**config.mk**
```make
export PLATFORM = sky130hd
export DESIGN_NAME = bin_to_bcd_seq_flat
export DESIGN_NICKNAME = d
export VERILOG_FILES = /design/src/rtl/bin_to_bcd_seq_pkg.sv /design/src/rtl/bin_to_bcd_seq_if.sv /design/src/rtl/bin_to_bcd_seq_add3.sv /design/src/rtl/bin_to_bcd_seq.sv /design/src/flat_wrapper.sv
export SDC_FILE = /design/constraint.sdc
export NUM_CORES = 1
export LEC_CHECK = 0
export CAP_MARGIN = 30
export CORE_MARGIN = 1.5
export CORE_UTILIZATION = 48
export CTS_BUF_LIST = sky130_fd_sc_hd__clkbuf_8 sky130_fd_sc_hd__clkbuf_16
export DETAILED_ROUTE_END_ITERATION = 16
export PLACE_DENSITY = 0.83
export SETUP_SLACK_MARGIN = 0.05
export SLEW_MARGIN = 0
export SYNTH_ARGS = -nofsm -noshare
export SYNTH_HDL_FRONTEND = slang
export SYNTH_SLANG_ARGS = --single-unit
```
**constraint.sdc**
```tcl
create_clock -name clk -period 2.1 [get_ports clk]
set_input_delay 0.63 -clock clk [delete_from_list [all_inputs] [get_ports clk]]
set_output_delay 0.63 -clock clk [all_outputs]
set_load 0.01 [all_outputs]
```
**src/rtl/bin_to_bcd_seq_pkg.sv**
```systemverilog
// bin_to_bcd_seq_pkg: FSM encodings and helper functions shared by the converter
package bin_to_bcd_seq_pkg;
  typedef enum logic [1:0] {IDLE = 2'd0, SHIFT = 2'd1, DONE = 2'd2} state_t;
  function automatic logic [3:0] add3(input logic [3:0] d);
    return (d >= 4'd5) ? d + 4'd3 : d;
  endfunction
  function automatic int ceil_log2(input int n);
    int r = 0;
    for (int v = n - 1; v > 0; v >>= 1) r++;
    return r;
  endfunction
endpackage

```
**src/rtl/bin_to_bcd_seq_if.sv**
```systemverilog
// bin_to_bcd_seq_if: request/result handshake bundle for the sequential converter
interface bin_to_bcd_seq_if #(parameter int BIN_BITS = 32, parameter int DIGITS = 10);
  import bin_to_bcd_seq_pkg::*;
  localparam int CW = ceil_log2(DIGITS + 1);
  logic in_valid;
  logic in_ready;
  logic [BIN_BITS-1:0] bin;
  logic sign_mode;
  logic out_valid;
  logic out_ready;
  logic [4*DIGITS-1:0] bcd;
  logic neg;
  logic overflow;
  logic [CW-1:0] digit_count;
  modport master (output in_valid, bin, sign_mode, out_ready,
                  input in_ready, out_valid, bcd, neg, overflow, digit_count);
  modport slave (input in_valid, bin, sign_mode, out_ready,
                 output in_ready, out_valid, bcd, neg, overflow, digit_count);
endinterface

```
**src/rtl/bin_to_bcd_seq_add3.sv**
```systemverilog
// bcd_digit_add3: one BCD digit pre-shift correction cell
module bcd_digit_add3
  import bin_to_bcd_seq_pkg::*;
(
  input  logic [3:0] d,
  output logic [3:0] q
);
  assign q = add3(d);
endmodule

```
**src/rtl/bin_to_bcd_seq.sv**
```systemverilog
// bin_to_bcd_seq: one-bit-per-clock double-dabble converter with handshakes and overflow
module bin_to_bcd_seq
  import bin_to_bcd_seq_pkg::*;
#(
  parameter int BIN_BITS = 32,
  parameter int DIGITS = 10
) (
  input logic clk,
  input logic rst,
  bin_to_bcd_seq_if.slave io
);
  localparam int CW = ceil_log2(DIGITS + 1);
  localparam int KW = ceil_log2(BIN_BITS + 1);
  state_t state;
  logic [BIN_BITS-1:0] mag;
  logic [KW-1:0] cnt;
  logic [4*DIGITS-1:0] bcd_r;
  logic [4*DIGITS-1:0] adj;
  logic [4*DIGITS:0] sh;
  logic [CW-1:0] dc;
  genvar g;
  generate
    for (g = 0; g < DIGITS; g++) begin : g_dig
      bcd_digit_add3 u_add3 (.d(bcd_r[4*g +: 4]), .q(adj[4*g +: 4]));
    end
  endgenerate
  // top bit of sh is the carry leaving the highest digit, i.e. a wrap past 10^DIGITS
  assign sh = {adj, mag[BIN_BITS-1]};
  always_comb begin
    dc = CW'(1);
    for (int i = 0; i < DIGITS; i++) dc = (bcd_r[4*i +: 4] != 4'd0) ? CW'(i + 1) : dc;
  end
  assign io.bcd = bcd_r;
  assign io.digit_count = dc;
  always_ff @(posedge clk) begin
    if (rst) begin
      state <= IDLE;
      io.in_ready <= 1'b1;
      io.out_valid <= 1'b0;
      io.neg <= 1'b0;
      io.overflow <= 1'b0;
      bcd_r <= '0;
      mag <= '0;
      cnt <= '0;
    end else begin
      case (state)
        IDLE: if (io.in_valid) begin
          mag <= (io.sign_mode && io.bin[BIN_BITS-1]) ? -io.bin : io.bin;
          io.neg <= io.sign_mode && io.bin[BIN_BITS-1];
          io.overflow <= 1'b0;
          bcd_r <= '0;
          cnt <= KW'(BIN_BITS);
          io.in_ready <= 1'b0;
          state <= SHIFT;
        end
        SHIFT: begin
          bcd_r <= sh[4*DIGITS-1:0];
          io.overflow <= io.overflow | sh[4*DIGITS];
          mag <= mag << 1;
          cnt <= cnt - KW'(1);
          if (cnt == KW'(1)) begin
            io.out_valid <= 1'b1;
            state <= DONE;
          end
        end
        DONE: if (io.out_ready) begin
          io.out_valid <= 1'b0;
          io.in_ready <= 1'b1;
          state <= IDLE;
        end
        default: state <= IDLE;
      endcase
    end
  end
endmodule

```
**src/flat_wrapper.sv**
```systemverilog
// flat-port wrapper written by rule: the top's interface ports become plain ports
module bin_to_bcd_seq_flat import bin_to_bcd_seq_pkg::*;
#(
  parameter int BIN_BITS = 32,
  parameter int DIGITS = 10
)
  (clk, rst, io_in_valid, io_bin, io_sign_mode, io_out_ready, io_in_ready, io_out_valid, io_bcd, io_neg, io_overflow, io_digit_count);
  bin_to_bcd_seq_if #(.BIN_BITS(BIN_BITS), .DIGITS(DIGITS)) io_i ();
  input logic clk;
  input logic rst;
  input wire logic [$bits(io_i.in_valid)-1:0] io_in_valid;
  input wire logic [$bits(io_i.bin)-1:0] io_bin;
  input wire logic [$bits(io_i.sign_mode)-1:0] io_sign_mode;
  input wire logic [$bits(io_i.out_ready)-1:0] io_out_ready;
  output wire logic [$bits(io_i.in_ready)-1:0] io_in_ready;
  output wire logic [$bits(io_i.out_valid)-1:0] io_out_valid;
  output wire logic [$bits(io_i.bcd)-1:0] io_bcd;
  output wire logic [$bits(io_i.neg)-1:0] io_neg;
  output wire logic [$bits(io_i.overflow)-1:0] io_overflow;
  output wire logic [$bits(io_i.digit_count)-1:0] io_digit_count;
  assign io_i.in_valid = io_in_valid;
  assign io_i.bin = io_bin;
  assign io_i.sign_mode = io_sign_mode;
  assign io_i.out_ready = io_out_ready;
  assign io_in_ready = io_i.in_ready;
  assign io_out_valid = io_i.out_valid;
  assign io_bcd = io_i.bcd;
  assign io_neg = io_i.neg;
  assign io_overflow = io_i.overflow;
  assign io_digit_count = io_i.digit_count;
  bin_to_bcd_seq #(.BIN_BITS(BIN_BITS), .DIGITS(DIGITS)) u_core (.clk(clk), .rst(rst), .io(io_i));
endmodule
```
==> out/metrics.yaml, run 1 <==
sta:
  final-hold-violation-count: 0
  rsz0062_at_grt: "true"
  fin_tns_setup_ps: -892.1
  worst_pin_slew_ps: 497.7
  finalCritPeriodShare_pct: 118.5
  fin_skew_ps: 9.765
  timing.fmax_mhz: 401.8
  period_needed_ps: 2489
  slew_headroom_pct: 66.39
  finalSetupViolations: 4
  setup_slack_ps: -388.6
  drv_slew: 0
clock_network:
  clkSinkCount: 84
  clock_tree.htree_level_count: 3
  cts_root_buffer: "clkbuf_8"
  hold_buffers: 0
  clk_latency_ps: 360
  cts_buffers: 9
  cts_buffer_depth: 2
  clk_pin_slew_ps: 90
  cts_tree: "built"
route:
  vias: 5366
  wl_um: 15320
  antenna_left: 0
  initialDrtViolationCount: 266
  via_per_inst: 5.820
  dr.pass1.iters: 7
  routedWlPerCell_um: 16.62
  drc_errors: 0
critical_path:
  reg2regPathDepth: 6
  cp_cell_sequence: "inv_2 > ha_4 > nor3b_4 > o311ai_2 > a31oi_1 > o21ai_1 > a21boi_1 > buf_2"
  rr_startpoint: "u_core.state[0]$_SDFFE_PP0P_"
  slowest_delay_ps: 330
  crit_type: "reg2out"
  endpoint_kind: "primary output"
  critPathSlowestCell: "dfxtp_2"
  cp.required_ps: 1470
  crit_path_start_kind: "flop"
  r2r_slack_ps: 440
  crit-reg2reg-capture: "u_core.mag[28]$_SDFFE_PP0P_"
  crit_path_max_fanout: 2
  cp.arrival_ps: 1860
floorplanning:
  core-area_sq_um: 9774
  io_pins: 85
  start_util_pct: 49.62
  rows: 36
  dieArea_sq_um: 10720
  die_w_um: 103.5
  die_h_um: 103.5
global_route:
  grt-ovfl-total: 0
  grt_pass1_wl_um: 24580
  grt.total_usage_pct: 27.29
  grt_pass1_vias: 5319
  antenna_found_initial: 0
  grt_max_degree: 44
synthesis:
  yosys.area.top_type_share_pct: 34.67
  synth_top_family_by_area: "compound AO/OA/AOI/OAI gates"
  yosys.cell_types.count: 53
  synth.ff_latch_count: 84
  syn_inst: 590
  syn_avg_cell_area_sq_um: 8.220
  synthArstFlopShare_pct: 0
  seq_area_frac_synth_pct: 34.67
  synthTopCellsByArea: "dfxtp_1 35%, xnor2_1 7.8%, ha_1 5.9%, a22oi_1 5.9%, a21oi_1 4.2%"
  synthSimpleGateAreaFrac_pct: 18.70
  synth_area_sq_um: 4850
  synth_adder_area_share_pct: 5.934
  yosysMostFrequentCell: "dfxtp_1"
  synth_edf_count: 0
  yosys-top-cells-count: "84 x dfxtp_1, 51 x nor2_1, 43 x xnor2_1"
  synth-compound-area-share_pct: 26.24
  yosysTopAreaCell: "dfxtp_1"
  synth_fp_nets: 650
  ys.flop_type: "dfxtp_1"
  yosysWarnings: 0
  synth_xor_xnor_area_share_pct: 8.488
  synthMuxAreaShare_pct: 0
power:
  power_density_nw_per_um2: 499.4
  pwr-share-seq_pct: 47.1
  swShare_pct: 27.82
  comb_power_share_pct: 18.0
  internal_power_uw: 2641
  worst_ir_drop_vdd_v: 0.0004371
  p_sw_uw: 1018
  power.leakage_uw: 0.003206
  p_clk_share_pct: 34.9
min_path:
  worstHoldPathCells: 2
  min_from: "u_core.io.neg$_SDFFE_PP0P_"
  hp-class: "reg2reg"
  hold_end: "u_core.io.neg$_SDFFE_PP0P_"
final_layout:
  fin_nets: 844
  area_delta_synth_final_pct: 51.08
  regArea_sq_um: 1699
  multi_input_area_sq_um: 3139
  n_fill_cell: 666
  finalInstanceArea_sq_um: 7327
  drive_above_1_share_pct: 28.90
  diodes: 0
outcome:
  violations: "setup timing"
  status: "finished, violations left"
place:
  place_congestion: 0.8873
  io_buffers: 84
  dpl-instance-area_sq_um: 6698
  place_hpwl_um: 9800
flow_run:
  max-cap-violations: 0
==> worst max-delay path: cells and delay by family, from the launching register on <==
family                     cells  cell delay [ps]
buffers and inverters          2              230
DFF                            1              330
and+or+nand+nor                1              220
AOI/OAI and AO/OA              4              580
adders and majority gates      1              140
==> stage by stage <==
stage | utilization (%) | worst slack [ps] | std cells | hold WS [ps] | total power, uW
3_5_place_dp | 68.52 | -512.2 | 888 | 459.0 | 2394
2_1_floorplan | - | 35.89 | 590 | 441.6 | 2098
5_1_grt | 74.96 | -479.1 | 922 | 502.1 | 3808
4_1_cts | 73.20 | -340.5 | 917 | 471.3 | 3641
3_3_place_gp | 68.52 | -434.4 | 888 | 456.9 | 2365
6_report | 74.96 | -388.6 | 922 | 471.2 | 3659
==> repair_timing <==
item | 4_1_cts | 5_1_grt
buffers inserted | 12 | 5
pin swaps | 22 | 23
setup endpoints to repair | 28 | 42
gates resized for setup | 88 | 46
cloned | 1 | 0
==> power by group through the flow <==
stage / clock [uW] / sequential [uW] / combinational, uW
after floorplan: 0 / 1740 / 355
after global placement: 0 / 1750 / 613
after detailed placement: 0 / 1760 / 639
after CTS: 1280 / 1720 / 639
after global routing: 1370 / 1730 / 712
final: 1280 / 1720 / 660
==> sequential cells by signal, summed over array words and instances (netlist names) <==
name and flops:
u_core.state 2, u_core.io.overflow 1, u_core.io.bcd 40, u_core.mag 32, u_core.cnt 6, u_core.io.in_ready 1
u_core.io.neg 1, u_core.io.out_valid 1
==> metal layers <==
| layer | track usage (%) | up-vias | routed length, um |
|---|---|---|---|
| met2 | 49.90 | 220 | 8118 |
| met1 | 31.15 | 2578 | 6109 |
| met3 | 5.601 | 30 | 811 |
| li1 | - | 2538 | - |
| met5 | 0 | - | 0 |
| met4 | 10.32 | 0 | 285 |
==> worst max-delay path by stage <==
stage                                        endpoint  slack, ps  cells past startpoint                          start
final                               io_digit_count[0]       -390                      8  u_core.io.bcd[4]$_SDFFE_PP0P_
after global routing                io_digit_count[0]       -480                      8  u_core.io.bcd[4]$_SDFFE_PP0P_
after CTS                           io_digit_count[0]       -340                      8  u_core.io.bcd[5]$_SDFFE_PP0P_
after detailed placement            io_digit_count[0]       -510                      8  u_core.io.bcd[4]$_SDFFE_PP0P_
after global placement    u_core.mag[31]$_SDFFE_PP0P_       -430                      7                      io_bin[0]
after floorplan           u_core.mag[30]$_SDFFE_PP0P_         40                      4                      io_bin[8]
==> layout make-up <==
class / instances / area share (%)
inverter: 32 / 1.639
multi-input combinational: 433 / 42.84
clock inverter: 7 / 1.264
tap: 133 / 2.271
clock buffer: 9 / 1.691
sequential: 84 / 23.19
timing repair buffer: 224 / 27.10
==> cell usage in the layout, fill, tap and decap left out, types with 11 or more instances in the layout <==
cell type,instances
clkdlybuf4s50_1,44
inv_2,11
xnor2_1,43
o21ai_0,22
dfxtp_2,14
a21oi_1,40
o22ai_1,26
dfxtp_1,70
nor3_1,22
nand3_1,12
inv_1,22
nand2b_1,14
ha_1,17
buf_4,127
dlymetal6s2s_1,15
nor2_1,50
dlygate4sd2_1,13
nand2_1,35
a31oi_1,14
a22oi_1,38
==> logic make-up after synthesis <==
| family | Yosys count |
|---|---|
| compound gates | 193 |
| xor+xnor | 47 |
| fa+ha+maj | 23 |
| buf+inv | 73 |
| flops | 84 |
| simple gates | 170 |
Power figures use the tool's default switching activity.
==> inputs of run 2 (changes only) <==
- GPL_TIMING_DRIVEN: unset -> 0
- PLACE_DENSITY: 0.83 -> 0.77
==> out/metrics.yaml, run 2 (same netlist as run 1, synthesis figures left out) <==
clock_network:
  hold_buffers: 0  # unchanged
  cts_tree: "built"
  clkSinkCount: 84  # unchanged
  cts_buffer_depth: 2  # unchanged
  clk_pin_slew_ps: 90  # about the same
  cts_root_buffer: "clkbuf_8"
  cts_buffers: 9  # unchanged
  clk_latency_ps: 350  # about the same
  clock_tree.htree_level_count: 3  # unchanged
critical_path:
  crit-reg2reg-capture: "u_core.io.bcd[33]$_SDFFE_PP0P_"
  critPathSlowestCell: "dfxtp_4"
  reg2regPathDepth: 7  # +1
  slowest_delay_ps: 360  # +30 ps
  cp_cell_sequence: "inv_4 > ha_4 > nor3b_4 > o311ai_2 > a31oi_1 > o21ai_1 > a21boi_1 > buf_2"
  rr_startpoint: "u_core.state[0]$_SDFFE_PP0P_"
  cp.required_ps: 1470  # about the same
  crit_type: "reg2out"
  r2r_slack_ps: 230  # -210 ps
  endpoint_kind: "primary output"
  crit_path_start_kind: "flop"
  crit_path_max_fanout: 2  # unchanged
  cp.arrival_ps: 1890  # +30 ps
sta:
  worst_pin_slew_ps: 614.3  # +116.6 ps
  finalCritPeriodShare_pct: 119.8  # +1.3 points
  finalSetupViolations: 3  # -1
  fin_skew_ps: 9.418  # -0.3472 ps
  timing.fmax_mhz: 397.6  # -1.1%
  rsz0062_at_grt: "true"
  period_needed_ps: 2515  # +26.56 ps
  finalHoldWorstSlack_ps: 469.7  # -1.453 ps
  setup_slack_ps: -415.2  # -26.56 ps
  drv_slew: 0  # unchanged
  slew_headroom_pct: 59.05  # -7.3 points
  final-hold-violation-count: 0  # unchanged
min_path:
  hp-class: "reg2reg"
  worstHoldPathCells: 2  # unchanged
  min_from: "u_core.io.neg$_SDFFE_PP0P_"
  hold_end: "u_core.io.neg$_SDFFE_PP0P_"
final_layout:
  fin_util_pct: 68.66  # -6.3 points
  largest_register_ffs: 40  # unchanged
  regArea_sq_um: 1745  # +2.7%
  drive_above_1_share_pct: 25.14  # -3.8 points
  finalInstanceArea_sq_um: 6711  # -8.4%
  final_cell_mix: "56 x clkdlybuf4s50_1, 55 x dfxtp_1, 50 x nor2_1, 41 x xnor2_1, 39 x a21oi_1"
  fin_nets: 779  # -7.7%
  n_fill_cell: 774  # +16%
  finalNonFillerCells: 857  # -7.0%
  multi_input_area_sq_um: 3182  # +1.4%
  layout_commonest_cell: "clkdlybuf4s50_1"
  area_delta_synth_final_pct: 38.39
  diodes: 0  # unchanged
place:
  io_buffers: 81  # -3.6%
  place_congestion: 0.9136  # +3.0%
  place_hpwl_um: 9573  # -2.3%
  dpl-instance-area_sq_um: 5847  # -13%
  dp.cells: 804  # -9.5%
flow_run:
  max-cap-violations: 0  # unchanged
route:
  wl_um: 14890  # -2.8%
  vias: 5113  # -4.7%
  dr.pass1.iters: 5  # -2
  routedWlPerCell_um: 17.37  # +4.5%
  drc_errors: 0  # unchanged
  initialDrtViolationCount: 259  # -2.6%
  antenna_left: 0  # unchanged
  via_per_inst: 5.966  # +2.5%
global_route:
  grt-ovfl-total: 0  # unchanged
  grt_max_degree: 14  # -68%
  antenna_found_initial: 0  # unchanged
  grt.total_usage_pct: 25.76  # -1.5 points
  grt_pass1_vias: 4747  # -11%
  grt_pass1_wl_um: 22870  # -6.9%
power:
  power.total_uw: 3520  # -3.8%
  power_density_nw_per_um2: 524.5  # +5.0%
  power.leakage_uw: 0.002610  # -19%
  worst_ir_drop_vdd_v: 0.0002945  # -33%
outcome:
  violations: "setup timing"
  status: "finished, violations left"
floorplanning:
  core-area_sq_um: 9774  # unchanged
  io_pins: 85  # unchanged
  start_util_pct: 49.62  # unchanged
  die_w_um: 103.5  # unchanged
  rows: 36  # unchanged
  die_h_um: 103.5  # unchanged
  dieArea_sq_um: 10720  # unchanged
-- run 2: cell types whose count changed in the layout (fill, tap and decap cells not counted), sizes merged, moves of 2 or more --
cell and change:
dlygate4sd2 -11, clkdlybuf4s50 +12, clkbuf +29, dlymetal6s2s -10
clkdlybuf4s15 -2, buf -81
-- run 2: metrics by stage --
stage          TNS, ps  worst slack (ps)
2_1_floorplan        0             35.89
3_3_place_gp    -42110            -779.0
3_5_place_dp    -44360            -824.1
4_1_cts         -598.9            -328.1
5_1_grt          -1065            -499.3
6_report        -795.9            -415.2
-- run 2: final cells by class --
type                            instances  area share [%]
Multi-Input combinational cell        433           47.41
Sequential cell                        84           26.01
Timing Repair Buffer                  119           15.88
Buffer                                 40           3.039
Tap cell                              133           2.479
Clock buffer                           11           2.256
Inverter                               32           2.163
Clock inverter                          5          0.7644
-- run 2: critical path: cells and delay by family (launching register included) --
family	cells	cell delay, ps
compound gates	4	680
flops	1	360
buf+inv	2	180
fa+ha+maj	1	150
simple gates	1	150
-- run 2: how the worst max path moves through the flow --
stage	start	end	slack [ps]	cells after the start
after detailed placement	io_bin[0]	u_core.mag[26]$_SDFFE_PP0P_	-820	8
after global routing	u_core.io.bcd[5]$_SDFFE_PP0P_	io_digit_count[0]	-500	8
after global placement	io_bin[0]	u_core.mag[26]$_SDFFE_PP0P_	-780	8
final	u_core.io.bcd[5]$_SDFFE_PP0P_	io_digit_count[0]	-420	8
after floorplan	io_bin[8]	u_core.mag[30]$_SDFFE_PP0P_	40	4
after CTS	u_core.io.bcd[4]$_SDFFE_PP0P_	io_digit_count[0]	-330	8
-- run 2: layer usage --
metal	GRT usage (%)	wire length, um	up-vias
li1	-	-	2418
met1	31.45	6108	2442
met2	45.67	7555	222
met3	3.776	916	31
met4	9.921	309	0
met5	0	0	-
-- run 2: repair_timing --
action,in CTS,in global routing
endpoints found under the setup margin,76,63
buffers inserted,24,13
pin swaps,25,30
resized for setup,165,56
gates cloned,1,0
-- run 2: power by group --
part / leakage (uW) / switching (uW) / internal, uW / total [uW]
Combinational: 0.00180 / 370 / 247 / 617
Clock: 0.000107 / 590 / 607 / 1200
Sequential: 0.000702 / 52.9 / 1650 / 1710
Total: 0.00261 / 1010 / 2510 / 3520
==> inputs of run 3 (changes only) <==
- ABC_AREA: unset -> 1
- CORE_UTILIZATION: 48 -> 55
- DONT_BUFFER_PORTS: unset -> 1
- PLACE_DENSITY: 0.77 -> 0.73
==> out/metrics.yaml, run 3 <==
critical_path:
  r2r_slack_ps: 580  # +350 ps
  crit_path_max_fanout: 5  # +3
  crit_type: "reg2out"
  cp_cell_sequence: "inv_4 > ha_4 > inv_2 > or2_4 > nor4_4 > nand2_2 > a21oi_4"
  cp.arrival_ps: 1770  # -120 ps
  crit-reg2reg-capture: "u_core.io.bcd[4]$_SDFFE_PP0P_"
  slowest_delay_ps: 390  # +30 ps
  critPathCapture: "io_digit_count[2]"
  cp-startpoint: "u_core.io.bcd[29]$_SDFFE_PP0P_"
  cp.required_ps: 1470  # about the same
  critPathSlowestCell: "dfxtp_4"
  rr_startpoint: "u_core.io.bcd[0]$_SDFFE_PP0P_"
  crit_path_start_kind: "flop"
  reg2regPathDepth: 9  # +2
  endpoint_kind: "primary output"
sta:
  period_needed_ps: 2403  # -111.9 ps
  finalCritPeriodShare_pct: 114.4  # -5.3 points
  timing.fmax_mhz: 416.1  # +4.7%
  slew_headroom_pct: 58.43  # -0.61 points
  finalSetupViolations: 4  # +1
  rsz0062_at_grt: "true"
  drv_slew: 0  # unchanged
  worst_pin_slew_ps: 621.2  # +6.888 ps
  setup_slack_ps: -303.3  # +111.9 ps
  final-hold-violation-count: 0  # unchanged
  fin_skew_ps: 13.73  # +4.309 ps
  finalHoldWorstSlack_ps: 352.4  # -117.4 ps
power:
  p_sw_uw: 1060  # +4.6%
  worst_ir_drop_vdd_v: 0.0002916  # -0.99%
  pwr-share-seq_pct: 50.3  # +1.9 points
  power.leakage_uw: 0.002390  # -8.4%
  swShare_pct: 31.09  # +2.3 points
  p_clk_share_pct: 32.2  # -1.8 points
  comb_power_share_pct: 17.5  # about the same
  internal_power_uw: 2350  # -6.3%
  power_density_nw_per_um2: 587.3  # +12%
  power.total_uw: 3410  # -3.1%
route:
  routedWlPerCell_um: 15.32  # -12%
  via_per_inst: 5.629  # -5.7%
  antenna_left: 0  # unchanged
  wl_um: 14060  # -5.6%
  vias: 5167  # +1.1%
  drc_errors: 0  # unchanged
  initialDrtViolationCount: 217  # -16%
  dr.pass1.iters: 5  # unchanged
synthesis:
  yosysWarnings: 0  # unchanged
  ys.flop_type: "dfxtp_1"
  synth.ff_latch_count: 84  # unchanged
  syn_inst: 783  # +33%
  synth_fp_nets: 843  # +30%
  syn_avg_cell_area_sq_um: 6.612  # -20%
  synthArstFlopShare_pct: 0  # unchanged
  yosysMostFrequentCell: "nand2_1"
  synth_edf_count: 0  # unchanged
  yosysTopAreaCell: "dfxtp_1"
  yosys.cell_types.count: 43  # -19%
  seq_area_frac_synth_pct: 32.48  # -2.2 points
  yosys-top-cells-count: "171 x nand2_1, 92 x inv_1, 84 x dfxtp_1"
  synth_area_sq_um: 5177  # +6.8%
  synthTopCellsByArea: "dfxtp_1 32%, nand2_1 12%, a21oi_1 6.9%, inv_1 6.7%, nand3_1 6.6%"
  yosys.area.top_type_share_pct: 32.48  # -2.2 points
final_layout:
  layout_commonest_cell: "nand2_1"
  finalInstanceArea_sq_um: 5806  # -13%
  final_cell_mix: "166 x nand2_1, 80 x inv_1, 72 x nor2_1, 70 x a21oi_1, 68 x nand3_1"
  area_delta_synth_final_pct: 12.13
  largest_register_ffs: 40  # unchanged
  finalNonFillerCells: 918  # +7.1%
  drive_above_1_share_pct: 14.87  # -10 points
  diodes: 0  # unchanged
  fin_nets: 862  # +11%
clock_network:
  clkSinkCount: 84  # unchanged
  cts_tree: "built"
  hold_buffers: 0  # unchanged
  clk_latency_ps: 370  # +20 ps
  clk_pin_slew_ps: 90  # about the same
  clock_tree.htree_level_count: 3  # unchanged
  cts_buffers: 9  # unchanged
  cts_root_buffer: "clkbuf_8"
  cts_buffer_depth: 2  # unchanged
floorplanning:
  io_pins: 85  # unchanged
  rows: 35  # -2.8%
  dieArea_sq_um: 10010  # -6.6%
  die_h_um: 100.0  # -3.4%
  start_util_pct: 56.30  # +6.7 points
  core-area_sq_um: 9196  # -5.9%
  die_w_um: 100.0  # -3.4%
flow_run:
  max-cap-violations: 0  # unchanged
place:
  dpl-instance-area_sq_um: 5333  # -8.8%
  io_buffers: 0  # -100%
  pre_cts_ws_ps: -198.0  # +626.0 ps
  dp.cells: 894  # +11%
  place_hpwl_um: 10710  # +12%
  place_congestion: 0.8755  # -4.2%
outcome:
  violations: "setup timing"
  status: "finished, violations left"
global_route:
  grt-ovfl-total: 0  # unchanged
  grt_pass1_vias: 4799  # +1.1%
  grt.total_usage_pct: 28.49  # +2.7 points
  grt_max_degree: 15  # +1
  antenna_found_initial: 0  # unchanged
  grt_pass1_wl_um: 22620  # -1.1%
min_path:
  hp-class: "in2reg"
[run 3: cell count changes in the layout (fill, tap and decap cells not counted), moves of 24 or more]
cell,before,now
nand2_1,34,166
o22ai_1,26,2
xnor2_1,41,0
a21oi_1,39,70
clkdlybuf4s50_1,56,0
o21ai_0,22,64
nand3_1,12,68
buf_4,34,10
inv_1,22,80
[run 3: timing repair]
item                                    in CTS  in global routing
setup buffers                                7                  1
resized for setup                           53                 32
pin swaps                                   11                 10
endpoints found under the setup margin       4                  4
[run 3: routing by layer]
layer / wire length (um) / part of all wire [%] / track usage [%] / vias up
met4: 163 / 1.2 / 7.909 / 0
met3: 901 / 6.4 / 6.407 / 10
met2: 6958 / 49 / 50.97 / 133
met5: 0 / 0 / 0 / -
li1: - / - / - / 2644
met1: 6036 / 43 / 34.27 / 2380
[run 3: area by class of cell]
type	instances	area, sq um
plain buffers	30	151.4
clock buffers	11	151.4
clock inverters	5	37.54
fillers	876	3391
inverters	99	379.1
multi-input cells	570	3142
flip-flops and latches	84	1742
well taps	111	138.9
repair buffers	8	63.81
[run 3: worst min path at each step]
stage	from	cells after the start	endpoint
2_1_floorplan	u_core.mag[31]$_SDFFE_PP0P_	1	u_core.io.bcd[0]$_SDFFE_PP0P_
3_3_place_gp	u_core.mag[31]$_SDFFE_PP0P_	1	u_core.io.bcd[0]$_SDFFE_PP0P_
3_5_place_dp	u_core.mag[31]$_SDFFE_PP0P_	1	u_core.io.bcd[0]$_SDFFE_PP0P_
4_1_cts	io_out_ready	1	u_core.state[1]$_SDFFE_PP0P_
5_1_grt	io_out_ready	1	u_core.state[1]$_SDFFE_PP0P_
6_report	io_out_ready	1	u_core.state[1]$_SDFFE_PP0P_
[run 3: metrics by stage]
| step | TNS (ps) | util (%) |
|---|---|---|
| 2_1_floorplan | 0 | - |
| 3_3_place_gp | -373.9 | 57.99 |
| 3_5_place_dp | -477.1 | 57.99 |
| 4_1_cts | -1083 | 62.07 |
| 5_1_grt | -1256 | 63.13 |
| 6_report | -967.3 | 63.13 |
[run 3: power groups by stage]
stage	combinational [uW]	sequential (uW)	clock, uW
5_1_grt	675	1720	1190
6_report	598	1710	1100
3_3_place_gp	582	1770	0
2_1_floorplan	442	1750	0
3_5_place_dp	595	1770	0
4_1_cts	597	1720	1110
[run 3: worst max-delay path, delay by kind of cell, from the launching register on]
kind                       cells  cell delay [ps]
and+or+nand+nor                3              640
adders and majority gates      1              120
buffers and inverters          2              100
AOI/OAI and AO/OA              1              160
DFF                            1              390
[run 3: logic make-up after synthesis]
kind of cell / count (synthesis) / share of synthesized area, %
fa+ha+maj: 23 / 5.558
xor+xnor: 11 / 1.861
compound gates: 193 / 21.60
buf+inv: 129 / 10.10
flops: 84 / 32.48
simple gates: 343 / 28.40
